$ cat config.mk
export PLATFORM = sky130hd
export DESIGN_NAME = hazard_ctrl
export DESIGN_NICKNAME = d
export VERILOG_FILES = /design/src/rtl/hazard_ctrl.sv
export SDC_FILE = /design/constraint.sdc
export NUM_CORES = 1
export LEC_CHECK = 0
export BUFFER_PORTS_ARGS = -buffer_cell sky130_fd_sc_hd__buf_2
export CAP_MARGIN = 25
export CORE_MARGIN = 1.5
export CORE_UTILIZATION = 30
export DETAILED_ROUTE_END_ITERATION = 16
export PLACE_DENSITY = 0.51
export SETUP_SLACK_MARGIN = 0.5
export SYNTH_ARGS = -nofsm -noshare
export SYNTH_HDL_FRONTEND = slang
export SYNTH_SLANG_ARGS = --single-unit
$ cat constraint.sdc
create_clock -name clk -period 10.1 [get_ports clk]
set_input_delay 2.02 -clock clk [delete_from_list [all_inputs] [get_ports clk]]
set_output_delay 2.02 -clock clk [all_outputs]
set_load 0.01 [all_outputs]
$ cat src/rtl/hazard_ctrl.sv
// -----------------------------------------------------------------------------
// hazard_ctrl
//
// Purpose:
//   Issue controller for the decode stage. Each cycle it decides whether the
//   instruction in ID may move to EX. It tracks:
//     * a per-register scoreboard of outstanding load destinations
//       (r0 is never tracked), bypassed by a same-cycle load writeback,
//     * a bounded outstanding-load counter (at most MAX_LD loads in flight),
//     * a branch-resolution state machine (RUN / BR_WAIT / FLUSH / TRAP).
//
// Ports:
//   clk           clock, rising edge
//   rst           asynchronous, active-low reset
//   id_valid_i    ID holds a valid decoded instruction
//   id_rs1_i      source register 1
//   id_rs2_i      source register 2
//   id_rd_i       destination register
//   id_use_rs1_i  instruction reads rs1
//   id_use_rs2_i  instruction reads rs2
//   id_wr_i       instruction writes rd
//   id_ld_i       load class
//   id_br_i       branch class
//   id_und_i      undefined opcode
//   ex_ready_i    EX can accept an instruction this cycle
//   wb_valid_i    load writeback completes this cycle
//   wb_rd_i       load writeback destination
//   br_resolve_i  EX resolves the outstanding branch
//   br_taken_i    resolved branch is taken (qualified by br_resolve_i)
//   issue_o       instruction in ID issues this cycle (combinational)
//   stall_o       hold ID/IF registers (combinational)
//   flush_o       squash IF/ID contents, one-cycle pulse (registered)
//   trap_o        undefined-instruction trap, sticky until reset (registered)
//   ld_cnt_o      outstanding load count
//   err_o         one-cycle pulse: writeback to r0 or a non-pending register
// -----------------------------------------------------------------------------
module hazard_ctrl #(
    parameter int N_REG  = 32,
    parameter int W_RADR = 5,
    parameter int MAX_LD = 4
) (
    input  logic              clk,
    input  logic              rst,
    input  logic              id_valid_i,
    input  logic [W_RADR-1:0] id_rs1_i,
    input  logic [W_RADR-1:0] id_rs2_i,
    input  logic [W_RADR-1:0] id_rd_i,
    input  logic              id_use_rs1_i,
    input  logic              id_use_rs2_i,
    input  logic              id_wr_i,
    input  logic              id_ld_i,
    input  logic              id_br_i,
    input  logic              id_und_i,
    input  logic              ex_ready_i,
    input  logic              wb_valid_i,
    input  logic [W_RADR-1:0] wb_rd_i,
    input  logic              br_resolve_i,
    input  logic              br_taken_i,
    output logic              issue_o,
    output logic              stall_o,
    output logic              flush_o,
    output logic              trap_o,
    output logic [2:0]        ld_cnt_o,
    output logic              err_o
);

    typedef enum logic [1:0] {
        S_RUN     = 2'd0,
        S_BR_WAIT = 2'd1,
        S_FLUSH   = 2'd2,
        S_TRAP    = 2'd3
    } state_t;

    state_t            state;
    logic              flush_q;
    logic              trap_q;
    logic [N_REG-1:0]  sb;
    logic [2:0]        ld_cnt;

    logic [N_REG-1:0]  wb_vec;
    logic [N_REG-1:0]  ld_vec;
    logic [N_REG-1:0]  sb_eff;
    logic              wb_clear;
    logic [2:0]        ld_cnt_eff;
    logic              ld_full;
    logic              hazard;
    logic              in_run;
    logic              und_take;
    logic              ld_track;

    // One-hot of the register a writeback targets; r0 never appears here.
    // NOTE: every signal assigned in an always_comb gets a default first so no latch is inferred.
    always_comb begin
        wb_vec = '0;
        if (wb_valid_i && (wb_rd_i != '0)) wb_vec[wb_rd_i] = 1'b1;
    end

    // A writeback only counts when it retires a register that is actually pending.
    assign wb_clear = |(sb & wb_vec);
    assign sb_eff   = sb & ~wb_vec;

    // The last term is the WAW check: a new writer must not race an older load.
    assign hazard = (id_use_rs1_i && (id_rs1_i != '0) && sb_eff[id_rs1_i])
                  | (id_use_rs2_i && (id_rs2_i != '0) && sb_eff[id_rs2_i])
                  | (id_wr_i      && (id_rd_i  != '0) && sb_eff[id_rd_i]);

    // A retiring load frees its slot in the same cycle, so a full window can still accept.
    assign ld_cnt_eff = ld_cnt - {2'b00, wb_clear};
    assign ld_full    = (ld_cnt_eff == 3'(MAX_LD));

    assign in_run   = (state == S_RUN);
    assign und_take = in_run && id_valid_i && id_und_i;

    // Combinational outputs are forced low while reset is held so that the
    // whole block looks idle asynchronously, not just after the next edge.
    assign issue_o = rst && id_valid_i && ex_ready_i && in_run && !id_und_i
                  && !hazard && !(id_ld_i && ld_full);

    // No stall while trapping, flushing, or on the cycle an undefined opcode is taken.
    assign stall_o = rst && id_valid_i && !issue_o && (state != S_TRAP)
                  && (state != S_FLUSH) && !und_take;

    assign err_o = rst && wb_valid_i && !wb_clear;

    // Loads to r0 issue but are not tracked.
    assign ld_track = issue_o && id_ld_i && (id_rd_i != '0);

    always_comb begin
        ld_vec = '0;
        if (ld_track) ld_vec[id_rd_i] = 1'b1;
    end

    // Scoreboard and load counter keep updating in every state, including TRAP.
    // Set after clear: a load reissuing to the register being written back keeps the bit.
    // NOTE: the scoreboard is a register bank that must read as empty out of reset, so every bit is reset.
    always_ff @(posedge clk or negedge rst) begin
        if (!rst) begin
            sb     <= '0;
            ld_cnt <= '0;
        end else begin
            // NOTE: sequential state uses non-blocking assignments only.
            sb     <= (sb & ~wb_vec) | ld_vec;
            ld_cnt <= ld_cnt_eff + {2'b00, ld_track};
        end
    end

    always_ff @(posedge clk or negedge rst) begin
        if (!rst) begin
            state   <= S_RUN;
            flush_q <= 1'b0;
            trap_q  <= 1'b0;
        end else begin
            flush_q <= 1'b0;
            case (state)
                S_RUN: begin
                    if (und_take) begin
                        state  <= S_TRAP;
                        trap_q <= 1'b1;
                    end else if (issue_o && id_br_i) begin
                        state <= S_BR_WAIT;
                    end
                end
                S_BR_WAIT: begin
                    if (br_resolve_i) begin
                        if (br_taken_i) begin
                            state   <= S_FLUSH;
                            flush_q <= 1'b1;
                        end else begin
                            state <= S_RUN;
                        end
                    end
                end
                S_FLUSH: state <= S_RUN;
                S_TRAP:  state <= S_TRAP;
                default: state <= S_RUN;
            endcase
        end
    end

    assign flush_o  = flush_q;
    assign trap_o   = trap_q;
    assign ld_cnt_o = ld_cnt;

endmodule

[Yosys cells after proc, flatten, opt, wreduce, memory -nomap -nowiden]
Cells that the tools add are included.
Storage, ports and cells
  output and inout bits: 8
  input bits: 33
  register bits after elaboration: 39
  logic and storage cells: 88
Cells by class
  reductions and logical operators: 41
  add/subtract/negate cells: 2
  muxes and demuxes: 20
  magnitude comparators: 6
  bitwise gates (word level): 6
  equal/unequal tests: 8
Operators with widths (number)
  32-bit bitwise AND: 2
  32-bit two-way mux: 2
  32-bit NOT: 1
  32-bit OR: 1
  32-bit OR reduction: 1
  1-bit logical AND: 27
  5-bit by 6-bit < comparator with 1-bit output, second input constant: 4
  5-bit nonzero test: 4
  1-bit binary-select mux with 5-bit select: 3
  1-bit demux with 5-bit select: 2
  5-bit by 1-bit greater-or-equal comparator with 1-bit output, second input constant: 2
  1-bit two-way mux: 8
  2-bit two-way mux: 4
  2-bit one-hot mux with 4 select lines: 1
  1-bit zero test: 6
  2-bit inequality test, second input constant: 3
  2-bit == test, second input constant: 2
  2-bit AND reduction: 2
  3-bit by 1-bit adder with 3-bit output: 1
  3-bit == test, second input constant: 1
  3-bit by 1-bit inequality test with 1-bit output, second input constant: 1
  3-bit by 1-bit subtractor with 3-bit output: 1
  2-bit by 1-bit == test with 1-bit output, second input constant: 1
  2-bit zero test: 1
  1-bit OR: 2

[Depth between registers and ports, before layout]
Gate-level depths: netlist of run 1.
  depth after elaboration: 20
  gate-level depth with buffers: 22
  mapped depth without buffers: 18

[Worst setup path after synthesis of run 1]
No wires, ideal clock.
  path type: input to output
  from: input wb_rd_i[1]
  to: output stall_o
  path buffers: 4
  stages: 18
  arrival time: 4.946 ns
  required time: 8.080 ns
  setup slack: 3.134 ns
  cells stage by stage: buf_2 -> buf_1 -> mux2i_1 -> nor2_1 -> a31oi_1 -> o22ai_1 -> nor3_1 -> o21ai_0 -> ha_1 -> ha_1 -> inv_1 -> o41ai_1 -> nor4_1 -> nand3_1 -> nand2b_1 -> buf_2 -> buf_2 -> and3_1
On the way
  cells in the longest elaborated chain, start to end: 20
  elaborated cells on any way between the ends: 35
  classes of those cells: add/sub (1); order compare (2); eq/ne (1); mux (9); bitwise (5); reduce/logical (17)
RTL lines
  start: declaration: RTL line 56  | input logic [W_RADR-1:0] wb_rd_i,
  5-bit by 6-bit < comparator with 1-bit output (implied by the code) / 5-bit by 1-bit greater-or-equal comparator with 1-bit output (equally long branches): RTL line 95  | if (wb_valid_i && (wb_rd_i != '0)) wb_vec[wb_rd_i] = 1'b1;
  1-bit logical AND (implied by the code): RTL line 95
  1-bit two-way mux (implied by the code): RTL line 95
  1-bit demux with 5-bit select: RTL line 95
  32-bit two-way mux *: RTL line 95
  32-bit NOT: RTL line 100  | assign sb_eff = sb & ~wb_vec;
  32-bit bitwise AND: RTL line 100
  1-bit binary-select mux with 5-bit select (on tied branches): RTL line 103, 104
  [2 not listed]
  1-bit OR: RTL line 104  | | (id_use_rs2_i && (id_rs2_i != '0) && sb_eff[id_rs2_i])
  1-bit OR: RTL line 105  | | (id_wr_i && (id_rd_i != '0) && sb_eff[id_rd_i]);
  1-bit zero test: RTL line 117  | && !hazard && !(id_ld_i && ld_full);
  1-bit logical AND: RTL line 117
  1-bit logical AND *: RTL line 117
  1-bit zero test *: RTL line 120  | assign stall_o = rst && id_valid_i && !issue_o && (state != S_TRAP)
  1-bit logical AND * (2 in series): RTL line 120
  1-bit logical AND * (2 in series): RTL line 121  | && (state != S_FLUSH) && !und_take;
  end: declaration: RTL line 60  | output logic stall_o,
Mark *: on every way between the ends. The rest lies on a longest branch, timed or not. The select of a mux whose other input is x is not followed.

[Worst setup path in the final report of run 1]
  from: input wb_valid_i
  to: output stall_o
On the way
  cells in the longest elaborated chain, start to end: 17
  elaborated cells on any way between the ends: 29
  classes of those cells: add/sub (1); eq/ne (1); mux (7); bitwise (5); reduce/logical (15)
RTL lines
  start: declaration: RTL line 55  | input logic wb_valid_i,
  1-bit logical AND *: RTL line 95
  32-bit two-way mux *: RTL line 95
  32-bit NOT: RTL line 100
  32-bit bitwise AND: RTL line 100
  1-bit binary-select mux with 5-bit select (on tied branches): RTL line 103, 104
  1-bit two-way mux (on tied branches): RTL line 103, 104
  1-bit logical AND (on tied branches): RTL line 103, 104
  1-bit OR: RTL line 104
  1-bit OR: RTL line 105
  1-bit zero test: RTL line 117
  1-bit logical AND: RTL line 117
  1-bit logical AND *: RTL line 117
  1-bit zero test *: RTL line 120
  1-bit logical AND * (2 in series): RTL line 120
  1-bit logical AND * (2 in series): RTL line 121
Marked as above.

==> results of run 1 <==
cells by family after synthesis:
| family | after synthesis |
|---|---|
| and+or+nand+nor | 139 |
| DFF | 39 |
| AOI/OAI and AO/OA | 140 |
| muxes | 49 |
| xor gates and xnor gates | 10 |
| buffers and inverters | 60 |
| adders and majority gates | 9 |
final cells by class:
class	count	area [um^2]
Timing Repair Buffer	42	213
Inverter	19	71.3
Tap cell	168	210
Fill cell	1276	7950
Multi-Input combinational cell	347	2520
Clock inverter	2	38.8
Sequential cell	39	976
Clock buffer	6	139
worst max-delay path, stage by stage:
cell      delay, ns
buf_2          0.21
nor4bb_1       0.69
buf_2          0.27
a222oi_1       0.09
nand2_1        0.11
nand2_1        0.06
a31oi_1        0.17
nor3_1         0.06
o21ai_0        0.23
ha_1           0.26
ha_1           0.16
xnor2_1        0.11
o41ai_1        0.36
nor4_1         0.10
nand3_1        0.15
nand2b_1       0.63
and3_1         0.26
buf_2          0.13
sequential cells by signal, indices dropped and copies added (netlist names):
signal / flops
flush_o: 1
ld_cnt_o: 3
sb: 32
state: 2
trap_o: 1
power by group through the flow:
stage               clock network, mW  logic, mW  registers (mW)
floorplan                           0     0.0981           0.187
global placement                    0      0.146           0.186
detailed placement                  0      0.149           0.187
CTS                             0.192      0.149           0.184
global route                    0.199      0.165           0.186
finish                          0.189      0.149           0.185
worst paths after layout:
check / from / endpoint / slack, ns
max: wb_valid_i / stall_o / 2.00
min: trap_o / trap_o / 0.47
max reg2reg: sb[5] / ld_cnt_o[2] / 6.02
min reg2reg: trap_o / trap_o / 0.47
max in group asynchronous: rst / sb[9] / 7.91
min in group asynchronous: rst / ld_cnt_o[2] / 1.80
per-layer routing:
metal	vias to the layer above	global-route usage, %	wire length [um]
met5	-	0	11
met2	186	32.2	6180
met3	43	3.00	930
met1	1933	30.1	6300
met4	2	10.5	533
li1	1752	-	-
layout by cell type (no fill, tap or decap), types with 3 or more instances in the layout:
cell type,instances
ha_1,9
nor2_1,22
o21ai_0,42
o311ai_0,3
xnor2_1,8
mux2_2,15
nand3_1,15
dfrtp_1,39
a222oi_1,3
clkbuf_16,5
a22oi_1,3
nand2_1,30
a31oi_1,9
a221oi_1,7
buf_2,41
or3_1,3
a21oi_1,8
o2111ai_1,5
nand4b_1,5
a311oi_1,3
and3_1,5
o22ai_1,3
nor2b_1,3
nor4_1,9
mux4_2,4
nand3b_1,4
o211ai_1,4
nor3_1,6
nand2b_1,12
o31ai_1,32
inv_1,19
nand4_1,6
mux2i_1,30
Yosys cell counts (3+ instances only):
library cell | n | area (um^2)
nor3_1 | 6 | 30.0
mux4_2 | 4 | 90.1
a31oi_1 | 9 | 56.3
o21ai_0 | 42 | 210
a21oi_1 | 8 | 40.0
nor4_1 | 9 | 56.3
a221oi_1 | 7 | 61.3
and3_1 | 5 | 31.3
buf_2 | 16 | 80.1
dfrtp_1 | 39 | 976
nor2b_1 | 3 | 18.8
o22ai_1 | 3 | 18.8
o211ai_1 | 4 | 30.0
inv_1 | 19 | 71.3
nand4_1 | 6 | 37.5
a22oi_1 | 3 | 22.5
o311ai_0 | 3 | 26.3
or3_1 | 3 | 18.8
nand3b_1 | 4 | 30.0
mux2i_1 | 30 | 300
xnor2_1 | 8 | 70.1
o31ai_1 | 32 | 240
clkbuf_1 | 18 | 67.6
nand4b_1 | 5 | 43.8
a222oi_1 | 3 | 30.0
nor2_1 | 22 | 82.6
ha_1 | 9 | 113
a311oi_1 | 3 | 26.3
mux2_2 | 15 | 169
nand3_1 | 15 | 75.1
o2111ai_1 | 5 | 43.8
buf_1 | 5 | 18.8
nand2_1 | 30 | 113
nand2b_1 | 12 | 75.1
through the flow:
stage / total power, mW / worst slack (ns) / hold WS, ns / utilization [%] / cells
2_1_floorplan: 0.285 / 3.13 / 0.471 / - / 446
4_1_cts: 0.525 / 2.12 / 0.472 / 34.4 / 623
3_5_place_dp: 0.336 / 2.15 / 0.452 / 32.9 / 615
5_1_grt: 0.550 / 1.75 / 0.494 / 34.4 / 623
3_3_place_gp: 0.333 / 2.03 / 0.444 / 32.9 / 614
6_report: 0.522 / 2.00 / 0.466 / 34.4 / 623
==> flow_summary.yaml, run 1 <==
die:
  core_um2: 12100
  row_count: 40
  io_pins: 41
  die_area_um2: 13200
  die_w_um: 115
  start_util_pct: 30.9
  die_h_um: 115
power:
  switchingPower_uw: 170
  pwr-share-clk_pct: 36.1
  power_frac_seq_pct: 35.3
  p_int_uw: 352
  ir_drop_uv: 70.8
  p_comb_share_pct: 28.5
  swShare_pct: 32.7
  p_leak_nw: 1.68
  p_per_area_nw_per_um2: 125
cts:
  cts_hold_buffers: 0
  worstSkewPairLatency_ns: 0.28
  post-cts-setup-buffers: 0
  htree_levels: 2
  cts-root-buf: "clkbuf_16"
  clockBufferDepth: 2
  clkTransAtPathRegs_ns: 0.06
  cts_inserted_buffers: 5
  cts.repair.resized: 0
  cts_tree: "built"
  cts.sinks: 39
logic_synthesis:
  syn_area_um2: 3750
  synth_xor_xnor_area_share_pct: 2.34
  synth_compound_area_share_pct: 25.9
  synth_enable_flop_cells: 0
  ys.flop_type: "dfrtp_1"
  synth_cell_types: 66
  synth-seq-cells: 39
  synthAdderAreaFrac_pct: 3.01
  synth_top_family_by_area: "compound AO/OA/AOI/OAI gates"
  ys_async_sr_fraction_pct: 100
  yosys.area_share.simple_pct: 21.0
  syn_nets: 488
  muxShareOfSynthArea_pct: 14.9
  synth.yosys.seq_area_share_pct: 26.0
  synth.avg_cell_area_um2: 8.40
  netlist_instances: 446
  ys_warn_count: 0
place:
  finalWeightedCongestion: 0.905
  io_buffers: 40
  hpwl_um: 10300
  detailed_place.area_um2: 3990
final_layout:
  syn_to_final_growth_pct: 11.2
  final_area_um2: 4170
  final_nets: 496
  antenna_cells: 0
  drive_gt1_share_pct: 15.8
timing:
  slew_violations: 0
  fin_crit_sh_pct: 80.2
  fin_skew_ns: 0.00826
  rsz0062_at_grt: "no"
  setup_viol: 0
  setup_tns_ns: 0
  finalHoldViolCount: 0
  period_minus_slack_ns: 8.10
  max_freq_mhz: 124
  maxSlewHeadroom_pct: 43.5
  worst_pin_slew_ns: 0.836
hold_path:
  min_path_cells: 1
  hold_class: "reg -> reg"
setup_path:
  cp_max_fo: 18
  r2r_cells: 15
  cp-end-kind: "output pin"
  worst_ep_arrival_time_ns: 6.08
  worst_ep_required_time_ns: 8.08
  critPathKind: "in -> out"
  critPathLaunchType: "input pin"
run:
  maxCapViolations: 0
global_routing:
  grtUsageTotal_pct: 21.4
  overflow: 0
  antenna_found_initial: 1
  grt_max_degree: 43
  grt_pass1_vias: 3672
  grt_pass1_wl_um: 21400
drt:
  drtAntennaViolNets: 0
  drc: 0
  wl_per_cell_um: 22.4
  drt_first_iter_violations: 417
  vias_per_cell: 6.29
  finalWirelength_um: 14000
  vias: 3916
  first_pass_iters: 8
outcome:
  outcome: "finished, final reports clean"
Note: power is estimated with default switching activity, not from simulation.
==> run 2: changes to the inputs <==
- clock period: 10.1 -> 7.83 ns (I/O delays scaled with it)
==> run 2 against run 1 <==
Largest cell class unchanged. Flip-flop and latch count unchanged. Critical endpoint unchanged. Via count decreased by 2.0%. Sequential share of layout area about the same. Combinational power increased by 30%.
==> flow_summary.yaml, run 2 (synthesized netlist as in run 1, its figures left out) <==
setup_path:
  r2r-start: "sb[19]"
  critPathLaunchType: "input pin"
  critPathKind: "in -> out"
  cp_max_fo: 23
  worst_ep_required_time_ns: 6.26
  worst_ep_arrival_time_ns: 4.92
  reg2reg_slack_ns: 4.07
  r2r_cells: 18
  cp-end-kind: "output pin"
  r2r_end: "ld_cnt_o[2]"
final_layout:
  fill_cells: 1332
  antenna_cells: 0
  drive_gt1_share_pct: 16.0
  layout_commonest_cell: "o21ai_0"
  syn_to_final_growth_pct: 11.3
  regMostFlops: "sb"
  final_nets: 497
  largest_reg_flops: 32
  multiInputGateArea_um2: 2520
  seqCellArea_um2: 976
  mostFrequentLayoutCells: "42 x o21ai_0, 40 x buf_2, 39 x dfrtp_1"
cts:
  post-cts-setup-buffers: 0
  cts.repair.resized: 0
  cts_inserted_buffers: 5
  htree_levels: 2
  worstSkewPairLatency_ns: 0.29
  cts_hold_buffers: 0
  cts-root-buf: "clkbuf_16"
  clockBufferDepth: 2
  cts.sinks: 39
  cts_tree: "built"
  clkTransAtPathRegs_ns: 0.06
die:
  core_um2: 12100
  die_area_um2: 13200
  start_util_pct: 30.9
  die_w_um: 115
  io_pins: 41
  die_h_um: 115
  row_count: 40
power:
  ir_drop_uv: 71.3
  p_leak_nw: 1.68
  p_comb_share_pct: 28.8
  switchingPower_uw: 218
  p_per_area_nw_per_um2: 161
  power_frac_seq_pct: 35.4
  p_int_uw: 452
  pwr-share-clk_pct: 35.8
  swShare_pct: 32.5
timing:
  worst_pin_slew_ns: 0.780
  setup_tns_ns: 0
  rsz0062_at_grt: "no"
  maxSlewHeadroom_pct: 47.3
  period_minus_slack_ns: 6.49
  setup_viol: 0
  fin_skew_ns: 0.00480
  slew_violations: 0
  fin_crit_sh_pct: 82.8
  finalHoldViolCount: 0
  max_freq_mhz: 154
  fin_hold_ws_ns: 0.465
hold_path:
  holdPathEnd: "trap_o"
  hold_class: "reg -> reg"
  hold_path_startpoint: "trap_o"
  min_path_cells: 1
drt:
  drtAntennaViolNets: 0
  vias: 3838
  first_pass_iters: 5
  drc: 0
  wl_per_cell_um: 22.5
  vias_per_cell: 6.15
  finalWirelength_um: 14000
  drt_first_iter_violations: 363
global_routing:
  grtUsageTotal_pct: 21.8
  overflow: 0
  grt_pass1_vias: 3738
  grt_max_degree: 43
  grt_pass1_wl_um: 21900
  antenna_found_initial: 0
place:
  hpwl_um: 10200
  io_buffers: 40
  finalWeightedCongestion: 0.943
run:
  maxCapViolations: 0
outcome:
  outcome: "finished, final reports clean"
[run 2: power by group through the flow]
stage | sequential [mW] | combinational, mW | clock (mW)
floorplan | 0.241 | 0.127 | 0
global placement | 0.240 | 0.189 | 0
detailed placement | 0.240 | 0.191 | 0
CTS | 0.237 | 0.193 | 0.242
global route | 0.239 | 0.216 | 0.253
finish | 0.237 | 0.193 | 0.240
[run 2: final cells by class]
class	count	share of cell area [%]
Clock buffer	6	3.33
Clock inverter	2	0.840
Inverter	19	1.71
Multi-Input combinational cell	347	60.3
Sequential cell	39	23.4
Tap cell	168	5.04
Timing Repair Buffer	43	5.34
[run 2: metrics by stage]
step           area, um^2  utilization, %  std cells  worst slack [ns]  total power, mW
2_1_floorplan        3750               -        446              1.77            0.368
3_3_place_gp         4000            33.0        616              1.50            0.429
3_5_place_dp         4000            33.0        616              1.41            0.432
4_1_cts              4170            34.4        624              1.36            0.671
5_1_grt              4170            34.4        624              1.04            0.709
6_report             4170            34.4        624              1.34            0.670
[run 2: critical path: stages]
cell and delay, ns:
buf_2 0.41, inv_1 0.35, a221oi_1 0.30, nand2_1 0.09, nand2_1 0.08, a31oi_1 0.05
nor3_1 0.12, o21ai_0 0.22, ha_1 0.27, ha_1 0.18, xnor2_1 0.24, o41ai_1 0.11
nor4_1 0.23, nand3_1 0.17, nand2b_1 0.22, and3_1 0.15, buf_2 0.13
[run 2: metal layers]
| metal | wire length [um] | global-route usage (%) | share of wire [%] | vias up |
|---|---|---|---|---|
| met5 | 0 | 0 | 0 | - |
| met4 | 564 | 9.71 | 4.0 | 0 |
| met3 | 939 | 2.53 | 6.7 | 35 |
| met2 | 6360 | 34.3 | 45 | 182 |
| met1 | 6170 | 30.2 | 44 | 1881 |
| li1 | - | - | - | 1740 |
[run 2: how the worst max path moves through the flow]
stage | startpoint | endpoint | depth (start not counted)
floorplan | wb_rd_i[1] | stall_o | 18
global placement | wb_rd_i[1] | stall_o | 17
detailed placement | wb_rd_i[1] | stall_o | 17
CTS | wb_rd_i[1] | stall_o | 17
global route | wb_rd_i[1] | stall_o | 17
finish | wb_rd_i[1] | stall_o | 17
==> run 3: changes to the inputs <==
- clock period: 7.83 -> 6.4 ns (I/O delays scaled with it)
==> run 3 against run 2 <==
Worst hold slack worse by 0.010 ns. Setup slack worse by 0.55 ns. Critical path depth unchanged. Global-route usage down 0.34 points. Register-to-register slack worse by 1.2 ns. Cell count up 0.96%. Final area up 0.63%. Largest power group is now sequential cells. Via count up 1.3%. Wire length down 2.8%. Highest routed layer unchanged.
==> flow_summary.yaml, run 3 (synthesized netlist as in run 1, its figures left out) <==
setup_path:
  critPathLaunchType: "input pin"
  cp_max_fo: 15
  worst_ep_required_time_ns: 5.12
  cp-end-kind: "output pin"
  critPathKind: "in -> out"
  worst_ep_arrival_time_ns: 4.32
timing:
  rsz0062_at_grt: "no"
  worst_pin_slew_ns: 0.635
  max_freq_mhz: 178
  finalHoldViolCount: 0
  maxSlewHeadroom_pct: 57.7
  setup_viol: 0
  period_minus_slack_ns: 5.60
  slew_violations: 0
  fin_crit_sh_pct: 87.6
  fin_skew_ns: 0.00614
  setup_tns_ns: 0
  fin_hold_ws_ns: 0.455
die:
  start_util_pct: 30.9
  core_um2: 12100
  row_count: 40
  die_h_um: 115
  io_pins: 41
  die_w_um: 115
  die_area_um2: 13200
drt:
  first_pass_iters: 7
  drtAntennaViolNets: 0
  wl_per_cell_um: 21.7
  vias_per_cell: 6.17
  vias: 3886
  drc: 0
  drt_first_iter_violations: 404
  finalWirelength_um: 13600
cts:
  cts-root-buf: "clkbuf_16"
  clkTransAtPathRegs_ns: 0.05
  cts_tree: "built"
  cts_inserted_buffers: 5
  clockBufferDepth: 2
  htree_levels: 2
  worstSkewPairLatency_ns: 0.28
  cts.sinks: 39
  post-cts-setup-buffers: 0
final_layout:
  syn_to_final_growth_pct: 12.0
  layout_commonest_cell: "o21ai_0"
  drive_gt1_share_pct: 17.5
  final_nets: 503
  final_area_um2: 4200
  largest_reg_flops: 32
  mostFrequentLayoutCells: "41 x o21ai_0, 40 x buf_2, 39 x dfrtp_1"
  fin_util_pct: 34.7
  antenna_cells: 0
  regMostFlops: "sb"
outcome:
  outcome: "finished, final reports clean"
global_routing:
  grt_pass1_vias: 3776
  grt_max_degree: 42
  grtUsageTotal_pct: 21.4
  antenna_found_initial: 0
  overflow: 0
  grt_pass1_wl_um: 21700
place:
  finalWeightedCongestion: 0.957
  io_buffers: 40
  detailed_place.area_um2: 4040
  hpwl_um: 10100
hold_path:
  hold_class: "reg -> reg"
power:
  p_leak_nw: 1.70
  power_uw: 768
  ir_drop_uv: 109
  p_per_area_nw_per_um2: 183
run:
  maxCapViolations: 0
-- run 3: changes by cell type in the layout (fill, tap and decap cells not counted), sizes merged --
cell / delta
buf: +6
bufinv: -1
clkbuf: -1
clkinv: +2
-- run 3: timing repair --
action / in CTS / in global routing
setup endpoints to repair: 0 / 1
gates resized for setup: 0 / 3
hold endpoints to repair: 0 / 0
hold buffers: 0 / 0
-- run 3: power breakdown --
part / internal (mW) / total, mW / switching [mW]
sequential: 0.270 / 0.291 / 0.0212
combinational: 0.0930 / 0.240 / 0.147
clock: 0.142 / 0.237 / 0.0952
-- run 3: routing by layer --
layer | share of wire [%] | track usage [%] | routed length (um) | up-vias
li1 | - | - | - | 1760
met1 | 44 | 30.9 | 6020 | 1883
met2 | 44 | 33.0 | 6030 | 213
met3 | 8.3 | 2.32 | 1130 | 30
met4 | 3.4 | 8.31 | 469 | 0
met5 | 0 | 0 | 0 | -
-- run 3: worst max-delay path: stages --
cell and delay [ns]:
buf_2 0.21, and4bb_2 0.32, a222oi_1 0.33, nand2_1 0.08, nand2_1 0.07, a31oi_1 0.05, nor3_1 0.14, o21ai_1 0.16
ha_1 0.23, ha_1 0.21, xnor2_2 0.23, o41ai_2 0.09, nor4_1 0.22, nand3_1 0.18, nand2b_1 0.23, and3_1 0.15
buf_2 0.13
-- run 3: final cells by class --
class | instances | area, um^2
repair buffers | 49 | 268
clock inverters | 3 | 15.0
multi-input cells | 347 | 2530
well taps | 168 | 210
clock buffers | 5 | 125
flip-flops and latches | 39 | 976
inverters | 19 | 71.3
fillers | 1304 | 7910
-- run 3: final timing paths --
| check | from | endpoint | slack (ns) | depth (start not counted) |
|---|---|---|---|---|
| max in group asynchronous | rst | sb[10] | 4.93 | 2 |
| worst max register to register | sb[20] | sb[3] | 2.83 | 14 |
| worst min-delay path | trap_o | trap_o | 0.46 | 1 |
| worst max-delay path | wb_rd_i[4] | stall_o | 0.80 | 17 |
| min in group asynchronous | rst | ld_cnt_o[2] | 1.09 | 2 |
| worst min register to register | trap_o | trap_o | 0.46 | 1 |
-- run 3: stage by stage --
step | setup slack, ns | cells
after floorplan | 0.914 | 446
after global placement | 0.820 | 622
after detailed placement | 0.731 | 622
after CTS | 0.703 | 630
after global routing | 0.577 | 630
final | 0.796 | 630
